**src/rtl/imem_arb_pkg.sv**
```systemverilog
// Shared types and constants for the instruction-memory port arbiter.
package imem_arb_pkg;

  localparam int unsigned DEFAULT_DEPTH = 64;
  localparam int unsigned DEFAULT_AW    = 6;

  // MOV R0,R0: harmless filler fetched for out-of-range PCs and outside RUN.
  localparam logic [31:0] NOP_WORD = 32'hE1A00000;

  typedef enum logic [1:0] {
    StHold = 2'd0,
    StLoad = 2'd1,
    StDone = 2'd2,
    StRun  = 2'd3
  } arb_state_e;

endpackage

```
**src/rtl/imem_port_arbiter.sv**
```systemverilog
// Shares the single instruction-RAM address port between the program loader,
// the fetch stage and a debug read port, and sequences the CPU out of reset
// once a program has been loaded.
module imem_port_arbiter
  import imem_arb_pkg::*;
#(
  parameter int unsigned DEPTH    = DEFAULT_DEPTH,
  parameter int unsigned AW       = DEFAULT_AW,
  parameter logic [31:0] NOP_WORD = imem_arb_pkg::NOP_WORD
) (
  input  logic          clk,
  input  logic          reset,
  // Program loader
  input  logic          ld_start,
  input  logic          ld_valid,
  input  logic [31:0]   ld_data,
  input  logic          ld_last,
  output logic          ld_ready,
  output logic [AW:0]   ld_count,
  // Pipeline
  output logic          cpu_reset,
  input  logic [31:0]   pcf,
  input  logic          stallf,
  output logic [31:0]   instrf,
  // Debug read port
  input  logic          dbg_req,
  input  logic [AW-1:0] dbg_addr,
  output logic          dbg_ack,
  output logic [31:0]   dbg_rdata,
  // RAM port
  output logic          mem_we,
  output logic [AW-1:0] mem_addr,
  output logic [31:0]   mem_wd,
  input  logic [31:0]   mem_rd
);

  arb_state_e    r_state, w_state_next;
  logic [AW-1:0] r_ld_addr, w_ld_addr_next;
  logic [AW:0]   r_ld_count, w_ld_count_next;
  logic          r_dbg_ack;
  logic [31:0]   r_dbg_rdata;
  logic [31:0]   r_held_instr;

  logic          w_ld_write;
  logic          w_fetch_own;
  logic          w_dbg_grant;
  logic          w_pc_oob;
  logic [31:0]   w_instr;
  logic          w_unused_pcf;

  // Fetch is word aligned; the byte offset is deliberately dropped.
  assign w_unused_pcf = ^pcf[1:0];

  assign w_pc_oob    = |pcf[31:AW+2];
  assign w_fetch_own = (r_state == StRun) && !stallf;
  // A restart cycle discards the word on the bus.
  assign w_ld_write  = (r_state == StLoad) && ld_valid && !ld_start;

  // Debug only gets the port when neither loader nor fetch needs it, and never
  // on its own ack cycle so a held request is not served twice.
  assign w_dbg_grant = dbg_req && !r_dbg_ack &&
                       (((r_state == StRun) && stallf) ||
                        (r_state == StHold) || (r_state == StDone) ||
                        ((r_state == StLoad) && !ld_valid));

  // Next-state and loader address/count sequencing.
  always_comb begin
    w_state_next    = r_state;
    w_ld_addr_next  = r_ld_addr;
    w_ld_count_next = r_ld_count;
    unique case (r_state)
      StHold, StRun: begin
        if (ld_start) begin
          w_state_next    = StLoad;
          w_ld_addr_next  = '0;
          w_ld_count_next = '0;
        end
      end
      StLoad: begin
        if (ld_start) begin
          w_ld_addr_next  = '0;
          w_ld_count_next = '0;
        end else if (ld_valid) begin
          w_ld_addr_next  = r_ld_addr + 1'b1;
          w_ld_count_next = r_ld_count + 1'b1;
          // Stop at the last RAM word so the address never wraps onto word 0.
          if (ld_last || (r_ld_addr == AW'(DEPTH - 1))) begin
            w_state_next = StDone;
          end
        end
      end
      StDone: begin
        w_state_next = StRun;
      end
      default: begin
        w_state_next = StHold;
      end
    endcase
  end

  // RAM port mux (loader > fetch > debug) and instruction selection.
  always_comb begin
    mem_we   = 1'b0;
    mem_addr = pcf[AW+1:2];
    mem_wd   = ld_data;
    w_instr  = NOP_WORD;
    if (w_ld_write) begin
      mem_we   = 1'b1;
      mem_addr = r_ld_addr;
    end else if (w_dbg_grant) begin
      mem_addr = dbg_addr;
    end
    if (r_state == StRun) begin
      // PC is held while debug owns the port, so the last fetched word is
      // still the right one.
      if (w_dbg_grant) begin
        w_instr = r_held_instr;
      end else begin
        w_instr = w_pc_oob ? NOP_WORD : mem_rd;
      end
    end
  end

  // FSM and loader state.
  always_ff @(posedge clk) begin
    if (reset) begin
      r_state    <= StHold;
      r_ld_addr  <= '0;
      r_ld_count <= '0;
    end else begin
      r_state    <= w_state_next;
      r_ld_addr  <= w_ld_addr_next;
      r_ld_count <= w_ld_count_next;
    end
  end

  // Debug response and held fetch word.
  always_ff @(posedge clk) begin
    if (reset) begin
      r_dbg_ack    <= 1'b0;
      r_dbg_rdata  <= '0;
      r_held_instr <= NOP_WORD;
    end else begin
      r_dbg_ack <= w_dbg_grant;
      if (w_dbg_grant) begin
        r_dbg_rdata <= mem_rd;
      end
      if (w_fetch_own) begin
        r_held_instr <= w_instr;
      end
    end
  end

  assign ld_ready  = (r_state == StLoad) && !ld_start;
  assign ld_count  = r_ld_count;
  assign cpu_reset = (r_state != StRun);
  assign instrf    = w_instr;
  assign dbg_ack   = r_dbg_ack;
  assign dbg_rdata = r_dbg_rdata;

endmodule

```
**config.mk**
```make
export PLATFORM = sky130hd
export DESIGN_NAME = imem_port_arbiter
export DESIGN_NICKNAME = d
export VERILOG_FILES = /design/src/rtl/imem_arb_pkg.sv /design/src/rtl/imem_port_arbiter.sv
export SDC_FILE = /design/constraint.sdc
export NUM_CORES = 1
export LEC_CHECK = 0
export ABC_AREA = 1
export CAP_MARGIN = 20
export CORE_MARGIN = 3
export CORE_UTILIZATION = 41
export DETAILED_ROUTE_END_ITERATION = 10
export PLACE_DENSITY = 0.82
export REMOVE_ABC_BUFFERS = 1
export SLEW_MARGIN = 10
export SYNTH_ARGS = -nofsm -noshare
export SYNTH_HDL_FRONTEND = slang
export SYNTH_SLANG_ARGS = --single-unit
```
**constraint.sdc**
```tcl
create_clock -name clk -period 2.4 [get_ports clk]
set_input_delay 0.48 -clock clk [delete_from_list [all_inputs] [get_ports clk]]
set_output_delay 0.48 -clock clk [all_outputs]
set_load 0.1 [all_outputs]
```
# ---- Yosys cells after proc, flatten, opt, wreduce, memory -nomap -nowiden
# Index checks and enable logic that the tools add are counted.
# Widths: inputs -> output; s select.
dict set report word_totals {
  register_bits 80
  latch_bits 0
  mem_bits_rw 0
  rom_bits 0
  input_bits 109
  out_inout_bits 113
  word_cells 59
  n_memories 0
}
dict set report op_classes {
  n_addsub 2
  mul 0
  n_div 0
  order_cmp 0
  eq_ne 10
  n_shift 0
  muxes 19
  n_bitwise 0
  n_reduce_logical 22
}
# op n
set ops {}
lappend ops {{$mux 32} 3}
lappend ops {{$mux 6} 5}
lappend ops {{$reduce_or 24->1} 1}
lappend ops {{$mux 7} 3}
lappend ops {{$pmux 7 s2} 1}
lappend ops {{$pmux 6 s2} 1}
lappend ops {{$logic_and 1x1->1} 8}
lappend ops {{$mux 2} 4}
lappend ops {{$ne 2x2->1 const B} 4}
lappend ops {{$add 7x1->7 const B} 1}
lappend ops {{$add 6x1->6 const B} 1}
lappend ops {{$eq 6x6->1 const B} 1}
lappend ops {{$pmux 2 s3} 1}
lappend ops {{$eq 2x2->1 const B} 2}
lappend ops {{$logic_not 1->1} 4}
lappend ops {{$logic_or 1x1->1} 4}
lappend ops {{$reduce_and 4->1} 1}
lappend ops {{$ne 3x3->1 const B} 1}
lappend ops {{$reduce_and 3->1} 1}
lappend ops {{$eq 2x1->1 const B} 1}
lappend ops {{$logic_not 2->1} 1}
lappend ops {{$ne 2x1->1 const B} 1}
lappend ops {{$reduce_bool 2->1} 1}
lappend ops {{$reduce_or 2->1} 1}
lappend ops {{$mux 1} 1}

# ---- Logic depth before layout (Yosys ltp)
dict set report logic_depth {
  word_depth 8
  mapped_depth 13
  ltp_nobuf 12
}

# ---- Worst setup path after synthesis
# Ideal clock, no wire load.
dict set report synth_timing {
  path_type {register -> output}
  from {register r_state[1]}
  to {output port mem_addr[0]}
  arrival_time_ns 3.978
  required_ns 1.920
  slack_ns -2.058
  path_stages_with_launch 8
  n_path_buf 1
  cell_sequence {dfxtp_1 inv_1 ha_1 inv_1 nor2_1 inv_1 clkbuf_1 a31oi_1}
}
dict set report synth_via {
  elab_chain_cells 8
  word_cells_on_any_way 14
  classes_between {3 x eq/ne; 2 x mux; 9 x reduce/logical}
}
# item line
set synth_lines {}
lappend synth_lines {{from (decl)} imem_port_arbiter.sv:37} ;# arb_state_e r_state, w_state_next;
lappend synth_lines {{from (signal assigned)} imem_port_arbiter.sv:127} ;# r_state <= StHold;
lappend synth_lines {{from (signal assigned)} imem_port_arbiter.sv:131} ;# r_state <= w_state_next;
lappend synth_lines {{$eq 2x2->1} imem_port_arbiter.sv:62} ;# (((r_state == StRun) && stallf) ||
lappend synth_lines {{$logic_and 1x1->1} imem_port_arbiter.sv:62}
lappend synth_lines {{$logic_or 1x1->1} imem_port_arbiter.sv:62}
lappend synth_lines {{$logic_or 1x1->1 (2 in series)} imem_port_arbiter.sv:63} ;# (r_state == StHold) || (r_state == StDone) ||
lappend synth_lines {{$logic_and 1x1->1} imem_port_arbiter.sv:61} ;# assign w_dbg_grant = dbg_req && !r_dbg_ack &&
lappend synth_lines {{$mux 6} imem_port_arbiter.sv:110} ;# end else if (w_dbg_grant) begin
lappend synth_lines {{$mux 6 (*)} imem_port_arbiter.sv:107} ;# if (w_ld_write) begin
lappend synth_lines {{to (decl)} imem_port_arbiter.sv:32} ;# output logic [AW-1:0] mem_addr,
# Every way passes the cells marked *; elsewhere a longest branch is shown, timed or not.

# ---- Worst setup path after layout
dict set report layout_timing {
  from {register r_state[0]}
  to {output port instrf[10]}
}
dict set report layout_via {
  elab_chain_cells 8
  word_cells_on_any_way 12
  classes_between {3 x eq/ne; 2 x mux; 7 x reduce/logical}
}
# item line
set layout_lines {}
lappend layout_lines {{$eq 2x2->1} {imem_port_arbiter.sv:62, imem_port_arbiter.sv:113}}
lappend layout_lines {{$logic_and 1x1->1} imem_port_arbiter.sv:62}
lappend layout_lines {{$logic_or 1x1->1} imem_port_arbiter.sv:62}
lappend layout_lines {{$logic_or 1x1->1 (2 in series)} imem_port_arbiter.sv:63}
lappend layout_lines {{$logic_and 1x1->1} imem_port_arbiter.sv:61}
lappend layout_lines {{$mux 32} imem_port_arbiter.sv:116} ;# if (w_dbg_grant) begin
lappend layout_lines {{$mux 32 (*)} imem_port_arbiter.sv:113} ;# if (r_state == StRun) begin
lappend layout_lines {{to (decl)} imem_port_arbiter.sv:24} ;# output logic [31:0] instrf,
# Marks and branches as above.

==> run_summary.xml <==
<?xml version="1.0" encoding="UTF-8"?>
<metrics>
  <group name="synth">
    <metric name="muxShareOfSynthArea" unit="">0</metric>
    <metric name="number_of_synthesized_flops_with_an_enable_pin" unit="">0</metric>
    <metric name="synth-seq-cells" unit="">80</metric>
    <metric name="synth_flop_cell" unit="">dfxtp_1</metric>
    <metric name="netlist_area" unit="sq mm">0.00446</metric>
    <metric name="post_synthesis_async_set_or_reset_flop_share" unit="">0</metric>
    <metric name="post_synth_and_or_nand_nor_area_fraction" unit="">0.301</metric>
    <metric name="synth_sequential_area_ratio" unit="">0.359</metric>
    <metric name="yosysWarningCount" unit="">0</metric>
    <metric name="netlist_top_cells_area" unit="">dfxtp_1 36%, nand2_1 13%, nor2_1 9.8%</metric>
    <metric name="postSynthAreaPerCell" unit="sq um">6.50</metric>
    <metric name="synth_compound_area_frac" unit="">0.146</metric>
    <metric name="synth_cells" unit="">686</metric>
    <metric name="netlist.top_cell.by_area" unit="">dfxtp_1</metric>
    <metric name="synthMostInstantiatedCell" unit="">nand2_1</metric>
    <metric name="post-synth-top-area-fraction" unit="">0.359</metric>
    <metric name="synth_xor_area_frac" unit="">0</metric>
    <metric name="synth.top_cells.by_count" unit="">156 x nand2_1, 116 x nor2_1, 82 x inv_1</metric>
    <metric name="yosysUniqueCellTypes" unit="">24</metric>
    <metric name="synth_adder_area_share" unit="">0.0196</metric>
    <metric name="synth_top_family_by_area" unit="">simple AND/OR/NAND/NOR gates</metric>
  </group>
  <group name="min_path">
    <metric name="hold_depth" unit="">2</metric>
    <metric name="worst_hold_path_type" unit="">reg -&gt; reg</metric>
  </group>
  <group name="die">
    <metric name="die-area" unit="sq mm">0.0122</metric>
    <metric name="floorplan.die.width" unit="um">110</metric>
    <metric name="floorplan.rows" unit="">37</metric>
    <metric name="initial_utilization" unit="">0.426</metric>
    <metric name="ios" unit="">222</metric>
    <metric name="die_h" unit="um">110</metric>
    <metric name="fp.coreArea" unit="sq mm">0.0105</metric>
  </group>
  <group name="place">
    <metric name="dpl.cell_count" unit="">965</metric>
    <metric name="place.detailed.hpwl" unit="um">9490</metric>
    <metric name="globalplace.congestion" unit="">0.841</metric>
    <metric name="numPortBuffers" unit="">155</metric>
  </group>
  <group name="finish">
    <metric name="final_core_util" unit="">0.792</metric>
    <metric name="final_nets" unit="">1033</metric>
    <metric name="final_cells" unit="">1059</metric>
    <metric name="layout-drive-gt1-share" unit="">0.419</metric>
    <metric name="areaGrowthSynthToFinish" unit="%">85.8</metric>
  </group>
  <group name="timing">
    <metric name="report.final.setup_viol" unit="">39</metric>
    <metric name="timing.final.max_slew_violations" unit="">0</metric>
    <metric name="setup-tns-final" unit="ns">-5.61</metric>
    <metric name="worst_hold_slack" unit="ns">0.468</metric>
    <metric name="finalWorstPathRequiredPeriod" unit="ns">2.61</metric>
    <metric name="worst_slew_margin" unit="">0.677</metric>
    <metric name="final-hold-violation-count" unit="">0</metric>
    <metric name="postLayoutSetupSlackWorst" unit="ns">-0.212</metric>
    <metric name="final.period_utilization" unit="">1.09</metric>
    <metric name="grt_setup_unrepaired" unit="">true</metric>
    <metric name="timing_worst_slew_pin_value" unit="ns">0.484</metric>
    <metric name="max_freq" unit="GHz">0.383</metric>
    <metric name="finClkSkew" unit="ns">0.0133</metric>
  </group>
  <group name="detailed_routing">
    <metric name="detail_route.first_pass.iterations" unit="">5</metric>
    <metric name="first_drt_iteration_drcs" unit="">249</metric>
    <metric name="routed-via-count" unit="">5248</metric>
    <metric name="detail_route.vias_per_cell" unit="">4.96</metric>
    <metric name="drc_errors" unit="">0</metric>
    <metric name="final_antenna_net_count" unit="">0</metric>
    <metric name="drt_wl_cell" unit="um">16.6</metric>
    <metric name="routed_wl" unit="um">17600</metric>
  </group>
  <group name="global_routing">
    <metric name="first_pass_grt_wire_length" unit="um">25200</metric>
    <metric name="groute.layer.met3.usage" unit="">0.104</metric>
    <metric name="globalRoute.totalOverflow" unit="">0</metric>
    <metric name="grt.busiest_layer" unit="">met2</metric>
    <metric name="antenna_found_initial" unit="">1</metric>
    <metric name="grt.total_usage" unit="">0.269</metric>
    <metric name="first_global_vias" unit="">5144</metric>
    <metric name="groute.layer.met1.usage" unit="">0.313</metric>
    <metric name="met2_usage" unit="">0.469</metric>
    <metric name="grt_max_degree" unit="">41</metric>
  </group>
  <group name="outcome">
    <metric name="failed_checks" unit="">negative setup slack</metric>
    <metric name="run_status" unit="">finished with violations</metric>
  </group>
  <group name="clock_tree">
    <metric name="clock_insertion_delay_worst_skew" unit="ns">0.35</metric>
    <metric name="worst_setup_hold_path_clk_slew" unit="ns">0.08</metric>
    <metric name="cts_tree" unit="">built</metric>
    <metric name="clock_tree.root_cell" unit="">clkbuf_8</metric>
    <metric name="cts_inserted_buffers" unit="">9</metric>
    <metric name="cts_buffer_depth" unit="">2</metric>
    <metric name="cts.sinks" unit="">80</metric>
    <metric name="cts-hold-fix-buffers" unit="">0</metric>
    <metric name="h-tree-depth" unit="">3</metric>
  </group>
  <group name="setup_path">
    <metric name="worst_ep_required_time" unit="ns">1.92</metric>
    <metric name="r2r_slack" unit="ns">-0.10</metric>
    <metric name="slowest_stage" unit="">dfxtp_4</metric>
    <metric name="worst-path-buf-inv" unit="">4</metric>
    <metric name="start_kind" unit="">flip-flop</metric>
    <metric name="setup.worst_path.end_class" unit="">output port</metric>
    <metric name="setup.worst_path.class" unit="">reg -&gt; out</metric>
    <metric name="cell_repeated_most_along_the_worst_path" unit="">buf_12</metric>
    <metric name="worst-path-max-fanout" unit="">7</metric>
    <metric name="arr_time_crit_path" unit="ns">2.13</metric>
    <metric name="worstSetupPathDepth" unit="">11</metric>
    <metric name="critical_path.top_delay_family" unit="">buffers and inverters</metric>
    <metric name="timing.reg2reg.worst_path_depth" unit="">20</metric>
    <metric name="crit_chain" unit="">buf_6 -&gt; ha_4 -&gt; nand2_4 -&gt; nand3_4 -&gt; nand2_8 -&gt; clkinv_8 -&gt; buf_12 -&gt; nor2_4 -&gt; nand2_2 -&gt; a21oi_4 -&gt; buf_12</metric>
    <metric name="critical-path-max-stage-delay" unit="ns">0.37</metric>
  </group>
  <group name="run">
    <metric name="max_cap_violation_count" unit="">0</metric>
  </group>
  <group name="pwr">
    <metric name="max-vdd-ir-drop" unit="mV">0.737</metric>
    <metric name="pwr_density_cell" unit="mW/mm^2">940</metric>
    <metric name="total_leakage_power" unit="nW">3.74</metric>
  </group>
</metrics>
## through the flow
stage          worst slack (ns)  instance area (sq um)  total power, mW
2_1_floorplan             -2.22                   4000             4.40
3_3_place_gp             -0.301                   6520             5.62
3_5_place_dp             -0.327                   6520             5.66
4_1_cts                  -0.173                   7920             7.44
5_1_grt                  -0.275                   8290             8.14
6_report                 -0.212                   8290             7.79
## worst min-delay path: cells and delay by family, from the launching register on
kind | cells | cell delay (ns)
AOI/OAI and AO/OA | 1 | 0.05
buffers and inverters | 1 | 0.05
DFF | 1 | 0.33
## per-layer routing
layer	share of wire	vias to the layer above	wire length (um)
li1	-	2576	-
met1	0.39	2458	6820
met2	0.51	194	8950
met3	0.088	20	1540
met4	0.015	0	262
met5	0	-	0
## area by class of cell
| cell class | count | area, sq um |
|---|---|---|
| well taps | 136 | 170 |
| multi-input cells | 455 | 2860 |
| fillers | 677 | 2180 |
| inverters | 85 | 345 |
| repair inverters | 2 | 16.3 |
| flip-flops and latches | 80 | 1610 |
| diodes | 1 | 2.50 |
| clock buffers | 11 | 131 |
| repair buffers | 284 | 3110 |
| clock inverters | 5 | 33.8 |
## where the power goes
part	switching [mW]	internal [mW]
Clock	0.525	0.376
Sequential	0.179	1.59
Combinational	3.36	1.75
## placed cells by master, fill, tap and decap left out, drive strengths merged
cell type and n:
bufbuf 1, diode 1, clkbuf 12, nand4 7, inv 83, ha 7
dlygate4sd2 26, a21oi 76, clkinvlp 4, nor3 3, nand2 160, clkdlybuf4s50 48
clkinv 5, nor3b 1, nor2 121, buf 208, o21ai 40, a31oi 5
nand3 35, dfxtp 80
## path summary, 6_finish.rpt
path	startpoint	endpoint
worst max-delay path	r_state[0]$_SDFFE_PP0P_	instrf[10]
worst max register to register	r_state[0]$_SDFFE_PP0P_	r_held_instr[28]$_SDFFE_PP0P_
worst min register to register	r_ld_addr[4]$_SDFFE_PP0P_	r_ld_addr[4]$_SDFFE_PP0P_
worst min-delay path	r_ld_addr[4]$_SDFFE_PP0P_	r_ld_addr[4]$_SDFFE_PP0P_
## flip-flops by register name, summed over array words and instances (netlist names)
| name | cells |
|---|---|
| dbg_ack | 1 |
| dbg_rdata | 32 |
| ld_count | 7 |
| r_held_instr | 32 |
| r_ld_addr | 6 |
| r_state | 2 |
## kinds of logic (layout without fill, tap and decap cells)
logic type      Yosys count  in the layout
buf+inv                 151            387
simple gates            327            327
compound gates          121            121
other cells               0              1
fa+ha+maj                 7              7
flops                    80             80
## repair_timing
action	CTS	global route
setup endpoints to repair	38	43
pin swaps	32	45
resized for setup	184	91
setup buffers	68	13
cloned	10	1
No activity file was read; power rests on OpenSTA's default activity.
